===== config.mk =====
export PLATFORM = sky130hd
export DESIGN_NAME = esfa_cell_flat
export DESIGN_NICKNAME = d
export VERILOG_FILES = /design/src/rtl/esfa_cell_if.sv /design/src/rtl/esfa_cell.sv /design/src/flat_wrapper.sv
export SDC_FILE = /design/constraint.sdc
export NUM_CORES = 1
export LEC_CHECK = 0
export ABC_AREA = 1
export CORE_UTILIZATION = 45
export DETAILED_ROUTE_END_ITERATION = 8
export PLACE_DENSITY_LB_ADDON = 0.1
export SLEW_MARGIN = 20
export SYNTH_ARGS = -nofsm -noshare
export SYNTH_HDL_FRONTEND = slang
export SYNTH_SLANG_ARGS = --single-unit

===== constraint.sdc =====
create_clock -name clk -period 4.3 [get_ports clk]
set_clock_uncertainty 0.05 [all_clocks]
set_input_delay 1.075 -clock clk [delete_from_list [all_inputs] [get_ports clk]]
set_output_delay 1.075 -clock clk [all_outputs]
set_load 0.02 [all_outputs]

===== src/rtl/esfa_cell_if.sv =====
// esfa_cell_if -- request/response bundle for esfa_cell.
// Request side:  op_valid/op_ready handshake with op_sel, handle, idx, val, meta, is_meta.
// Response side: rsp_valid/rsp_ready handshake with rsp_bool, rsp_value, rsp_ctx, rsp_err.
// master: the requester and response consumer. slave: the cell.
interface esfa_cell_if #(
  parameter int W = 8
);
  logic         op_valid;
  logic         op_ready;
  logic [2:0]   op_sel;
  logic [W-1:0] handle;
  logic [W-1:0] idx;
  logic [W-1:0] val;
  logic [W-1:0] meta;
  logic         is_meta;
  logic         rsp_valid;
  logic         rsp_ready;
  logic         rsp_bool;
  logic [W-1:0] rsp_value;
  logic [W-1:0] rsp_ctx;
  logic         rsp_err;

  modport master (
    output op_valid, op_sel, handle, idx, val, meta, is_meta, rsp_ready,
    input  op_ready, rsp_valid, rsp_bool, rsp_value, rsp_ctx, rsp_err
  );

  modport slave (
    input  op_valid, op_sel, handle, idx, val, meta, is_meta, rsp_ready,
    output op_ready, rsp_valid, rsp_bool, rsp_value, rsp_ctx, rsp_err
  );
endinterface


===== src/rtl/esfa_cell.sv =====
// esfa_cell -- single tracking cell with a three-phase request/response handshake.
// Ports:
//   clk    rising-edge clock
//   reset  asynchronous active-low reset
//   bus    esfa_cell_if.slave (op_* request, rsp_* response)
// Ops (op_sel): 0 update, 1 lookup, 2 encode, 3 congrue_up, 4 congrue_down,
//               5 mark_avail, 6 enrank, 7 debug.
// Build option: define ESFA_CELL_DEBUG_EN to enable the debug op (7); otherwise
// op 7 answers with rsp_err=1 and leaves state untouched.
//
// state  | meaning
// S_IDLE | op_ready high, waiting for a request
// S_EXEC | operands latched; result computed and registered at the next edge
// S_RESP | response held until rsp_ready
module esfa_cell #(
  parameter int W          = 8,
  parameter int MAX_HANDLE = 7
) (
  input logic        clk,
  input logic        reset,
  esfa_cell_if.slave bus
);
  localparam logic [W-1:0] MAX_H = W'(MAX_HANDLE);
  localparam logic [W-1:0] ONE   = W'(1);

  typedef enum logic [1:0] {S_IDLE, S_EXEC, S_RESP} state_t;
  state_t state, state_nxt;

  logic [2:0]   op_q;
  logic [W-1:0] handle_q, idx_q, val_q, meta_q;
  logic         is_meta_q;

  logic         arr_def, elt_def;
  logic [W-1:0] code, rank, low, high, index, value;
  logic         rsp_bool_q, rsp_err_q;
  logic [W-1:0] rsp_value_q, rsp_ctx_q;

  logic         n_arr, n_elt;
  logic [W-1:0] n_code, n_rank, n_low, n_high, n_index, n_value;
  logic         n_bool, n_err;
  logic [W-1:0] n_rvalue, n_rctx;
  logic         enc_ok;

  always_ff @(posedge clk or negedge reset) begin
    if (!reset) state <= S_IDLE;
    else        state <= state_nxt;
  end

  always_comb begin
    state_nxt = state;
    case (state)
      S_IDLE:  if (bus.op_valid) state_nxt = S_EXEC;
      S_EXEC:  state_nxt = S_RESP;
      S_RESP:  if (bus.rsp_ready) state_nxt = S_IDLE;
      default: state_nxt = S_IDLE;
    endcase
  end

  assign bus.op_ready  = (state == S_IDLE);
  assign bus.rsp_valid = (state == S_RESP);
  assign bus.rsp_bool  = rsp_bool_q;
  assign bus.rsp_value = rsp_value_q;
  assign bus.rsp_ctx   = rsp_ctx_q;
  assign bus.rsp_err   = rsp_err_q;

  always_ff @(posedge clk or negedge reset) begin
    if (!reset) begin
      op_q      <= '0;
      handle_q  <= '0;
      idx_q     <= '0;
      val_q     <= '0;
      meta_q    <= '0;
      is_meta_q <= 1'b0;
    end else if (state == S_IDLE && bus.op_valid) begin
      op_q      <= bus.op_sel;
      handle_q  <= bus.handle;
      idx_q     <= bus.idx;
      val_q     <= bus.val;
      meta_q    <= bus.meta;
      is_meta_q <= bus.is_meta;
    end
  end

  assign enc_ok = is_meta_q && (meta_q <= MAX_H) && arr_def && (meta_q == handle_q);

  // All conditions read the pre-op state; congrue_down checks the interval
  // against the already-adjusted bounds so an emptied range retires the cell.
  always_comb begin
    n_arr    = arr_def;
    n_elt    = elt_def;
    n_code   = code;
    n_rank   = rank;
    n_low    = low;
    n_high   = high;
    n_index  = index;
    n_value  = value;
    n_bool   = 1'b0;
    n_err    = 1'b0;
    n_rvalue = '0;
    n_rctx   = '0;
    case (op_q)
      3'd0: begin
        n_bool   = is_meta_q && (meta_q == handle_q);
        n_rvalue = handle_q;
        n_rctx   = handle_q;
        if (is_meta_q && (meta_q == handle_q)) begin
          n_arr   = 1'b1;
          n_elt   = 1'b1;
          n_code  = handle_q;
          n_low   = handle_q;
          n_high  = handle_q;
          n_index = idx_q;
          n_value = val_q;
          n_rank  = ONE;
        end
      end
      3'd1: begin
        n_bool   = (index == idx_q) && is_meta_q && (low <= meta_q) && (meta_q <= high);
        n_rvalue = value;
        n_rctx   = rank;
      end
      3'd2: begin
        n_bool   = enc_ok;
        n_rvalue = code;
        n_rctx   = code;
      end
      3'd3: begin
        if (idx_q == handle_q) begin
          if (is_meta_q) begin
            n_code = meta_q + ONE;
            n_low  = meta_q + ONE;
            n_high = meta_q + ONE;
            n_rank = val_q + ONE;
          end
        end else begin
          if (arr_def && is_meta_q && (code > meta_q)) n_code = code + ONE;
          if (elt_def && is_meta_q) begin
            if (low > meta_q)   n_low  = low + ONE;
            if (high >= meta_q) n_high = high + ONE;
          end
        end
      end
      3'd4: begin
        if ((idx_q == handle_q) && is_meta_q) begin
          n_arr  = 1'b0;
          n_rank = '0;
        end
        if (elt_def && is_meta_q) begin
          if (meta_q < low) begin
            n_low  = low - ONE;
            n_high = high - ONE;
          end else if (meta_q <= high) begin
            n_high = high - ONE;
          end
        end
        if (elt_def && (n_low > n_high)) begin
          n_elt = 1'b0;
          n_arr = 1'b0;
        end
        if (arr_def && is_meta_q && (code > meta_q)) n_code = code - ONE;
      end
      3'd5: begin
        n_bool   = !elt_def;
        n_rvalue = handle_q;
        n_rctx   = handle_q;
      end
      3'd6: begin
        n_bool   = enc_ok;
        n_rvalue = rank;
        n_rctx   = rank;
      end
      default: begin
`ifdef ESFA_CELL_DEBUG_EN
        n_bool   = (meta_q <= MAX_H) && (meta_q == handle_q);
        n_rvalue = high;
        n_rctx   = low;
`else
        n_err    = 1'b1;
`endif
      end
    endcase
  end

  always_ff @(posedge clk or negedge reset) begin
    if (!reset) begin
      arr_def     <= 1'b0;
      elt_def     <= 1'b0;
      code        <= '0;
      rank        <= '0;
      low         <= '0;
      high        <= '0;
      index       <= '0;
      value       <= '0;
      rsp_bool_q  <= 1'b0;
      rsp_err_q   <= 1'b0;
      rsp_value_q <= '0;
      rsp_ctx_q   <= '0;
    end else if (state == S_EXEC) begin
      arr_def     <= n_arr;
      elt_def     <= n_elt;
      code        <= n_code;
      rank        <= n_rank;
      low         <= n_low;
      high        <= n_high;
      index       <= n_index;
      value       <= n_value;
      rsp_bool_q  <= n_bool;
      rsp_err_q   <= n_err;
      rsp_value_q <= n_rvalue;
      rsp_ctx_q   <= n_rctx;
    end
  end
endmodule


===== src/flat_wrapper.sv =====
// flat-port wrapper written by rule: the top's interface ports become plain ports
module esfa_cell_flat 
#(
  parameter int W          = 8,
  parameter int MAX_HANDLE = 7
)
  (clk, reset, bus_op_valid, bus_op_sel, bus_handle, bus_idx, bus_val, bus_meta, bus_is_meta, bus_rsp_ready, bus_op_ready, bus_rsp_valid, bus_rsp_bool, bus_rsp_value, bus_rsp_ctx, bus_rsp_err);
  esfa_cell_if #(.W(W)) bus_i ();
  input logic clk;
  input logic reset;
  input wire logic [$bits(bus_i.op_valid)-1:0] bus_op_valid;
  input wire logic [$bits(bus_i.op_sel)-1:0] bus_op_sel;
  input wire logic [$bits(bus_i.handle)-1:0] bus_handle;
  input wire logic [$bits(bus_i.idx)-1:0] bus_idx;
  input wire logic [$bits(bus_i.val)-1:0] bus_val;
  input wire logic [$bits(bus_i.meta)-1:0] bus_meta;
  input wire logic [$bits(bus_i.is_meta)-1:0] bus_is_meta;
  input wire logic [$bits(bus_i.rsp_ready)-1:0] bus_rsp_ready;
  output wire logic [$bits(bus_i.op_ready)-1:0] bus_op_ready;
  output wire logic [$bits(bus_i.rsp_valid)-1:0] bus_rsp_valid;
  output wire logic [$bits(bus_i.rsp_bool)-1:0] bus_rsp_bool;
  output wire logic [$bits(bus_i.rsp_value)-1:0] bus_rsp_value;
  output wire logic [$bits(bus_i.rsp_ctx)-1:0] bus_rsp_ctx;
  output wire logic [$bits(bus_i.rsp_err)-1:0] bus_rsp_err;
  assign bus_i.op_valid = bus_op_valid;
  assign bus_i.op_sel = bus_op_sel;
  assign bus_i.handle = bus_handle;
  assign bus_i.idx = bus_idx;
  assign bus_i.val = bus_val;
  assign bus_i.meta = bus_meta;
  assign bus_i.is_meta = bus_is_meta;
  assign bus_i.rsp_ready = bus_rsp_ready;
  assign bus_op_ready = bus_i.op_ready;
  assign bus_rsp_valid = bus_i.rsp_valid;
  assign bus_rsp_bool = bus_i.rsp_bool;
  assign bus_rsp_value = bus_i.rsp_value;
  assign bus_rsp_ctx = bus_i.rsp_ctx;
  assign bus_rsp_err = bus_i.rsp_err;
  esfa_cell #(.W(W), .MAX_HANDLE(MAX_HANDLE)) u_core (.clk(clk), .reset(reset), .bus(bus_i));
endmodule

==> metrics.md <==
| Metric | Value |
|---|---|
| Number of synthesized flops with an enable pin | 0 |
| Setup slack at placement | around 0.7 ns |
| Warnings, synthesis | 0 |
| Share of power burned in the clock network | 0.130 |
| Clock tree sinks | roughly 110 |
| Number of nets with antenna violations after routing | 0 |
| Critical path startpoint category | flop |
| Antenna diode instance count | 0 |
| CTS hold repair buffers | 0 |
| Number of DRC violations after detailed-routing iteration 0 | a little under 700 |
| Number of input and output port buffers inserted | 59 |
| Power per cell area | 763.7 nW/um^2 |
| Critical path endpoint category | flop |
| Total detailed-routing wirelength | approximately 22,000 microns |
| Syn Nets | about 1,100 |
| Remaining design rule violation count | 0 |
| Share of synthesized flip-flops with an asynchronous set or reset | 1.000 |
| Final Cycle Share | 0.8478 |
| Rows | between 40 and 50 |
| Total congestion overflow | 0 |
| Clock insertion delay at the later pin of the skew report | between 0.3 and 0.4 ns |
| Clock input transition at the sequential cells of the worst setup and hold paths | ~0.08 ns |
| Gate count after technology mapping | 1,056 |
| Number of maximum-capacitance violations | 0 |
| Status | complete, no violations |
| Post-CTS Setup Bufs | 0 |
| Kind of critical path | flop to flop |
| Share of final-layout standard cells stronger than drive strength 1 | 0.05691 |
| Wire length of the first global-routing pass | roughly 35,000 microns |
| Flop pwr share | 0.307 |
| Horizontal die dimension | 129.8 microns |
| Final number of max-transition violations | 0 |
| Reg2Reg Depth | 20 |
| Setup Viol. Count Final | 0 |
| Least setup slack across all paths after layout | between 0.6 and 0.7 ns |
| Total Negative Setup Slacks | 0 ns |
| Min Tclk post-route | approximately 3.6 ns |
| Termination of the worst setup path | u_core.elt_def |
| Switching part of the total power | 0.5230 |
| Internal power contribution | a little over 3 mW |
| CTS resizes | 0 |
| Number of buffers added by the clock tree synthesis step | 9 |
| Floorplan die height | ~130 microns |
| Reg-to-Reg End | u_core.elt_def |
| DR WL/cell | 16.36 microns |
| Syn Std Cell Area | ~7300 sq um |
| Via count of the first global-routing pass | approximately 6,400 |
| Last weighted congestion value of the routability-driven placer | around 0.90 |
| Final Net Count | ~1,200 |
| Library cells used by synthesis | 45 |
| Path category of the worst min-delay check | flop to flop |
| Hold wc startpoint | u_core.bus.rsp_value[2] |
| Peak fanout along the critical path | 14 |
| Max transition margin | 0.4010 |
| Per-cell via count in the routed design | 5.314 |
| Flip-flop cell with the highest count after synthesis | sky130_fd_sc_hd__dfrtp_1 |
| Share of synthesized area occupied by flip-flops and latches | 0.3609 |
| Syn-to-layout area delta | 14.69% |
| All-layer global routing usage | 0.2756 |
| Root buffer cell | sky130_fd_sc_hd__clkbuf_16 |
| FF+latch count, synth | about 110 |
| R2r setup slk | around 0.65 ns |
| Post-detailed-placement half-perimeter wirelength | approximately 16,000 microns |
| Share of the core filled with cells in the final layout | 0.5287 |
| Vias | roughly 7,000 |
| Critical path required time | approximately 4.5 ns |
| Lkg Pwr | 4.210 nW |
| Number of buffers between clock root and the deepest sink | 2 |
| Relative contribution of combinational cells to total power | 0.563 |
| Depth of the CTS H-tree | 3 |
| Net Switching | about 3.4 mW |
| CP arrival | approximately 3.8 ns |
| Unrepaired setup endpoints after global routing | false |
| Core region area | around 16,000 sq um |
| Timing-limited maximum frequency | 0.2743 GHz |
| Die outline area | 16,850 sq um |
| Worst reg2reg path startpoint | u_core.meta_q[4] |
| Post-synthesis area per instance | approximately 7.0 sq um |
| TritonCTS clock tree | done |
| Top-Level Pins | 60 |
| Number of antenna violations at the first check in global routing | 0 |
| Largest vdd supply drop | between 200 and 300 uV |
| Transition time of the tightest slew-check pin | slightly below 0.9 ns |
| Start point of the critical path | u_core.meta_q[4] |
| Final hold violation count | 0 |
| Detailed-routing iteration count for the pre-antenna-repair pass | 5 |
| Starting Density | 0.4610 |
| Pin count of the biggest net entering global routing | slightly below 70 |
==> final cells by class <==
cell class | count | area, sq um
fill | 1645 | 7513
clock buffer | 9 | 225.2
sequential | 106 | 2653
timing repair buffer | 66 | 653.1
tap | 216 | 270.3
inverter | 101 | 384.1
clock inverter | 7 | 76.32
multi-input combinational | 818 | 4168
==> cell usage in the layout, fill, tap and decap left out, drive strengths merged <==
master	instances
o21a	3
a211oi	4
and3	1
o21ai	88
nand4	17
xor2	18
a22oi	7
a21boi	5
o2111ai	1
clkbuf	9
nand2	382
nor3	12
or2	1
xnor2	5
a31oi	8
nand3b	3
a21oi	41
nand3	81
o22ai	1
o211ai	4
a21o	8
ha	40
dfrtp	106
buf	8
clkinvlp	2
clkdlybuf4s50	58
inv	100
clkinv	6
o31ai	1
and2	2
nor2	85
==> synthesized netlist by cell type (3+ instances only) <==
master / instances / area, sq um
sky130_fd_sc_hd__nand2_1: 375 / 1408
sky130_fd_sc_hd__dfrtp_1: 106 / 2653
sky130_fd_sc_hd__inv_1: 91 / 341.6
sky130_fd_sc_hd__nand3_1: 79 / 395.4
sky130_fd_sc_hd__o21ai_0: 78 / 390.4
sky130_fd_sc_hd__nor2_1: 76 / 285.3
sky130_fd_sc_hd__a21oi_1: 40 / 200.2
sky130_fd_sc_hd__ha_1: 40 / 500.5
sky130_fd_sc_hd__clkbuf_1: 21 / 78.83
sky130_fd_sc_hd__xor2_1: 18 / 157.7
sky130_fd_sc_hd__nand4_1: 16 / 100.1
sky130_fd_sc_hd__nor3_1: 12 / 60.06
sky130_fd_sc_hd__a21o_1: 8 / 60.06
sky130_fd_sc_hd__a31oi_1: 8 / 50.05
sky130_fd_sc_hd__o21ai_2: 8 / 70.07
sky130_fd_sc_hd__a22oi_1: 7 / 52.55
sky130_fd_sc_hd__inv_2: 7 / 26.28
sky130_fd_sc_hd__nor2_2: 6 / 37.54
sky130_fd_sc_hd__a21boi_0: 5 / 37.54
sky130_fd_sc_hd__nand2_2: 5 / 31.28
sky130_fd_sc_hd__xnor2_1: 5 / 43.79
sky130_fd_sc_hd__a211oi_1: 4 / 30.03
sky130_fd_sc_hd__buf_2: 4 / 20.02
sky130_fd_sc_hd__o211ai_1: 4 / 30.03
sky130_fd_sc_hd__buf_6: 3 / 33.78
sky130_fd_sc_hd__nand3b_1: 3 / 22.52
sky130_fd_sc_hd__o21a_1: 3 / 22.52
==> flip-flops by register name, summed over array words and instances, names as in the netlist, 2 cells and up <==
signal                count
u_core.idx_q              8
u_core.bus.rsp_value      8
u_core.val_q              8
u_core.op_q               3
u_core.value              8
u_core.handle_q           8
u_core.state              2
u_core.index              8
u_core.high               8
u_core.meta_q             8
u_core.rank               8
u_core.code               8
u_core.bus.rsp_ctx        8
u_core.low                8
==> cell families (layout without fill, tap and decap cells) <==
kind of cell,after synthesis,in the layout,share of synthesized area
flip-flops,106,106,0.3609
adder cells (fa/ha/maj),40,40,0.06810
buffers and inverters,132,183,0.07201
XOR/XNOR,23,23,0.02741
AO/OA/AOI/OAI,171,171,0.1365
AND/OR/NAND/NOR,584,584,0.3350
==> critical path: stages, from the launching register on <==
cell	delay [ns]
sky130_fd_sc_hd__dfrtp_1	0.49
sky130_fd_sc_hd__inv_1	0.19
sky130_fd_sc_hd__ha_1	0.31
sky130_fd_sc_hd__nand2_1	0.04
sky130_fd_sc_hd__nor2_1	0.13
sky130_fd_sc_hd__nand2_1	0.07
sky130_fd_sc_hd__nand2_1	0.09
sky130_fd_sc_hd__nand3_2	0.17
sky130_fd_sc_hd__nand2_1	0.42
sky130_fd_sc_hd__nand3_1	0.12
sky130_fd_sc_hd__nand2_1	0.15
sky130_fd_sc_hd__inv_1	0.06
sky130_fd_sc_hd__ha_1	0.29
sky130_fd_sc_hd__a21oi_1	0.15
sky130_fd_sc_hd__nor2_1	0.05
sky130_fd_sc_hd__a211oi_1	0.19
sky130_fd_sc_hd__o21ai_0	0.20
sky130_fd_sc_hd__nand3_1	0.14
sky130_fd_sc_hd__nand2_1	0.06
sky130_fd_sc_hd__nand2_1	0.07
sky130_fd_sc_hd__o21ai_0	0.07
==> through the flow <==
stage | instance area [sq um] | cells | power [mW] | hold slack [ns]
3_5_place_dp | 8128 | 1307 | 5.559 | 0.4146
2_1_floorplan | 7350 | 1056 | 4.419 | 0.3993
6_report | 8429 | 1323 | 6.437 | 0.4300
5_1_grt | 8429 | 1323 | 7.056 | 0.4510
4_1_cts | 8429 | 1323 | 6.418 | 0.4327
3_3_place_gp | 8128 | 1307 | 5.526 | 0.4117
==> routing by layer <==
layer	vias up	GRT usage	part of all wire
met5	-	0	0
met4	0	0.07934	0.017
met3	29	0.03649	0.061
met2	230	0.3998	0.42
met1	3236	0.4238	0.50
li1	3536	-	-
==> worst min-delay path by stage <==
stage	slack [ns]	endpoint	cells after the start
5_1_grt	0.45	u_core.bus.rsp_value[0]	1
6_report	0.43	u_core.bus.rsp_value[2]	1
2_1_floorplan	0.40	u_core.value[2]	2
3_5_place_dp	0.41	u_core.bus.rsp_value[1]	1
3_3_place_gp	0.41	u_core.bus.rsp_value[2]	1
4_1_cts	0.43	u_core.bus.rsp_value[1]	1
==> power by group through the flow <==
| stage | Clock, mW | Combinational (mW) | Sequential (mW) |
|---|---|---|---|
| global route | 0.889 | 4.14 | 2.03 |
| floorplan | 0 | 2.62 | 1.80 |
| global placement | 0 | 3.56 | 1.97 |
| detailed placement | 0 | 3.59 | 1.97 |
| CTS | 0.859 | 3.61 | 1.95 |
| finish | 0.838 | 3.62 | 1.98 |
No activity file was read; power rests on OpenSTA's default activity.
==> edit 1: new RTL, same flow settings <==
Re-encode `state_t` (3 states) as one-hot, 3 bits wide.
--- a/src/rtl/esfa_cell.sv
+++ b/src/rtl/esfa_cell.sv
@@ -23,7 +23,7 @@
   localparam logic [W-1:0] MAX_H = W'(MAX_HANDLE);
   localparam logic [W-1:0] ONE   = W'(1);
 
-  typedef enum logic [1:0] {S_IDLE, S_EXEC, S_RESP} state_t;
+  typedef enum logic [2:0] {S_IDLE = 3'b001, S_EXEC = 3'b010, S_RESP = 3'b100} state_t;
   state_t state, state_nxt;
 
   logic [2:0]   op_q;
Check against the original RTL: same outputs for any inputs over 4 cycles, from zero or initial values and one cycle with reset low; so few cycles prove little.
==> edit 1 against the original RTL <==
Fmax grew 1.6%. Core utilization decreased by 0.12 points. Sequential cell count up 1. Worst setup slack better by 0.059 ns. Global-route usage decreased by 0.95 points. Critical path depth is 2 higher. Wire length shrank 2.0%. Power down 2.7%. Design area is 0.58% lower. Area after synthesis down 0.27%. Via count is 0.41% lower.
==> edit 1: results <==
[run_status]
outcome = "finished, final reports clean"

[placed_design]
dpl.hpwl_um = 15900
gp_congestion = 0.964
io_buffers = 59

[synthesis]
yosys-top-cells-count = "327 x nand2_1, 106 x dfrtp_1, 99 x inv_1"
synth-seq-area-share_pct = 36.5
syn_nets = 1123
synth.top_cells.by_area = "dfrtp_1 36%, nand2_1 17%, ha_1 6.8%, o21ai_0 6.4%, nand3_1 5.3%"
synthArstFlopShare_pct = 100
ys_types = 47

[global_routing]
grt_use_total_pct = 26.6
grt_max_degree = 62
grt_pass1_vias = 6394
grt_pass1_wl_um = 33900

[worst_setup_path]
critPathArrivalTime_ns = 3.77
reg2reg_from = "u_core.meta_q[3]"
cp-start-kind = "flop"
cpPeakStageDelay_ns = 0.45
worstPathMaxFanout = 15

[drt]
via_per_inst = 5.36
drt_wl_total_um = 21200
dr.first_iter.drc_count = 579

[finish]
layout.nets = 1165
drive_above_1_share_pct = 5.60
fill_cells = 1616
diodes = 0

[clock_network]
post_cts_buffers = 0
cts-root-buf = "clkbuf_16"
cts_resized = 0
cts_buffers = 9

[pwr]
switching_share_pct = 51.5
p_leak_nw = 4.12
ir_worst_vdd_mv = 0.364

[min_path]
hp-start = "u_core.bus.rsp_value[2]"
hold_class = "reg -> reg"

[timing]
slew_headroom_pct = 36.7
[edit 1: cell types whose count changed after synthesis, sizes merged, moves of 4 or more]
| cell | unedited run | this run |
|---|---|---|
| o21ai | 88 | 99 |
| clkbuf | 22 | 26 |
| inv | 100 | 111 |
| nand2 | 382 | 331 |
| a21oi | 41 | 47 |
[edit 1: path summary, 6_finish.rpt]
path	to	slack, ns	cells after the start
max in group asynchronous	u_core.high[6]	2.69	2
max reg2reg	u_core.elt_def	0.71	22
min	u_core.bus.rsp_value[2]	0.43	1
min in group asynchronous	u_core.bus.rsp_ctx[6]	0.75	1
min reg2reg	u_core.bus.rsp_value[2]	0.43	1
max	u_core.elt_def	0.71	22
[edit 1: kinds of logic after synthesis]
family	Yosys count	share of synthesized area [%]
AOI/OAI and AO/OA	189	14.9
buffers and inverters	144	7.73
and+or+nand+nor	535	30.7
adders and majority gates	40	6.83
muxes	1	0.137
DFF	107	36.5
xor gates and xnor gates	27	3.23
[edit 1: metal layers]
| layer | part of all wire (%) | track usage (%) | wire (um) |
|---|---|---|---|
| met4 | 2.6 | 10.1 | 542 |
| met3 | 8.1 | 4.67 | 1730 |
| met5 | 0 | 0 | 0 |
| met2 | 42 | 38.6 | 8960 |
| met1 | 47 | 39.2 | 9980 |
[edit 1: area by class of cell]
class	instances	area share [%]
Inverter	112	5.05
Timing Repair Buffer	63	7.52
Tap cell	216	3.22
Multi-Input combinational cell	792	48.7
Clock buffer	10	2.85
Clock inverter	6	0.657
Sequential cell	107	32.0
[edit 1: power by group through the flow]
stage	logic (mW)	registers, mW	clock network [mW]
2_1_floorplan	2.49	1.79	0
3_3_place_gp	3.39	1.97	0
3_5_place_dp	3.41	1.97	0
4_1_cts	3.43	1.95	0.852
5_1_grt	3.95	2.02	0.883
6_report	3.46	1.97	0.837
[edit 1: metrics by stage]
stage                     worst slack [ns]  std cells  instance area (um2)  hold WS [ns]
after floorplan                       1.34       1043                 7330         0.403
after CTS                            0.767       1306                 8380         0.433
after detailed placement             0.770       1290                 8090         0.415
final                                0.713       1306                 8380         0.428
after global routing                 0.256       1306                 8380         0.446
after global placement               0.897       1290                 8090         0.409
[edit 1: worst register-to-register path: cells and delay by family, from the launching register on]
family,cells,cell delay (ns)
DFF,1,0.45
and+or+nand+nor,14,1.62
adders and majority gates,2,0.62
buffers and inverters,3,0.28
AOI/OAI and AO/OA,3,0.43
==> edit 2: new RTL, config.mk and constraints unchanged <==
Made on the original files. Add a define of `ESFA_CELL_DEBUG_EN`.
--- a/src/rtl/esfa_cell.sv
+++ b/src/rtl/esfa_cell.sv
@@ -12,6 +12,8 @@
 // S_IDLE | op_ready high, waiting for a request
 // S_EXEC | operands latched; result computed and registered at the next edge
 // S_RESP | response held until rsp_ready
+`define ESFA_CELL_DEBUG_EN
+
 module esfa_cell #(
   parameter int W          = 8,
   parameter int MAX_HANDLE = 7
Formal check against the unedited RTL: not equivalent (Yosys sat finds a counterexample within 4 cycles, from zero or initial values and one cycle with reset low).
==> edit 2 against the original RTL <==
Wire length increased by 6.4%. Sequential cell count decreased by 1. Fmax decreased by 1.9%. Power increased by 1.8%. Area after synthesis decreased by 0.58%. Sequential share of layout area decreased by 0.30 points. Highest routed layer unchanged. Worst setup slack got worse by 0.071 ns. Critical path depth unchanged. Via count increased by 1.1%. Synthesized cell count decreased by 0.66%. Design area unchanged.
==> edit 2: results <==
[synthesis]
syn_inst = 1049
synth.top_cells.by_area = "dfrtp_1 36%, nand2_1 17%, ha_1 6.8%, o21ai_0 6.6%, inv_1 5.7%"
ys_types = 48
synth-seq-area-share_pct = 36.0
yosys-top-cells-count = "331 x nand2_1, 111 x inv_1, 105 x dfrtp_1"
syn_nets = 1129

[finish]
clockNetworkAreaShare_pct = 3.44
fill_cells = 1627
inverters = 128
fin_area_um2 = 8430
layout.nets = 1181
signal_buffer_area_fraction_pct = 8.52

[run_status]
outcome = "finished, final reports clean"

[global_routing]
grtUsageMet1_pct = 40.4
grt_pass1_vias = 6446
grt_pass1_wl_um = 36500
grt.met3_usage_pct = 5.66
grt_use_total_pct = 29.2

[placed_design]
dpl.hpwl_um = 17700
placed_area_um2 = 8140
pre_cts_ws_ns = 0.708
dp.cells = 1306
io_buffers = 58

[drt]
wl_per_cell_um = 17.4
via_per_inst = 5.38
dr.first_iter.drc_count = 677
vias = 7108

[pwr]
ir_worst_vdd_mv = 0.289
p_leak_nw = 4.14

[worst_setup_path]
critPathArrivalTime_ns = 3.91
cpPeakStageDelay_ns = 0.58
[edit 2: kinds of logic after synthesis]
group | synth area share [%]
and+or+nand+nor | 29.7
AOI/OAI and AO/OA | 15.1
buffers and inverters | 8.77
DFF | 36.0
adders and majority gates | 6.85
xor gates and xnor gates | 3.60
other | 0.0513
[edit 2: power by group]
part / internal, mW / switching (mW)
clock: 0.407 / 0.425
combinational: 1.34 / 2.47
sequential: 1.38 / 0.533
total: 3.12 / 3.43
[edit 2: final timing paths]
path	from	slack [ns]	end
max	u_core.meta_q[4]	0.58	u_core.elt_def
min	u_core.index[7]	0.44	u_core.index[7]
max reg2reg	u_core.meta_q[4]	0.58	u_core.elt_def
min reg2reg	u_core.index[7]	0.44	u_core.index[7]
max in group asynchronous	reset	2.76	u_core.op_q[0]
min in group asynchronous	reset	0.70	u_core.low[6]
[edit 2: per-layer routing]
metal	routed length [um]	vias up
met4	735	0
met1	10700	3295
li1	-	3512
met3	1400	47
met5	0	-
met2	10200	254
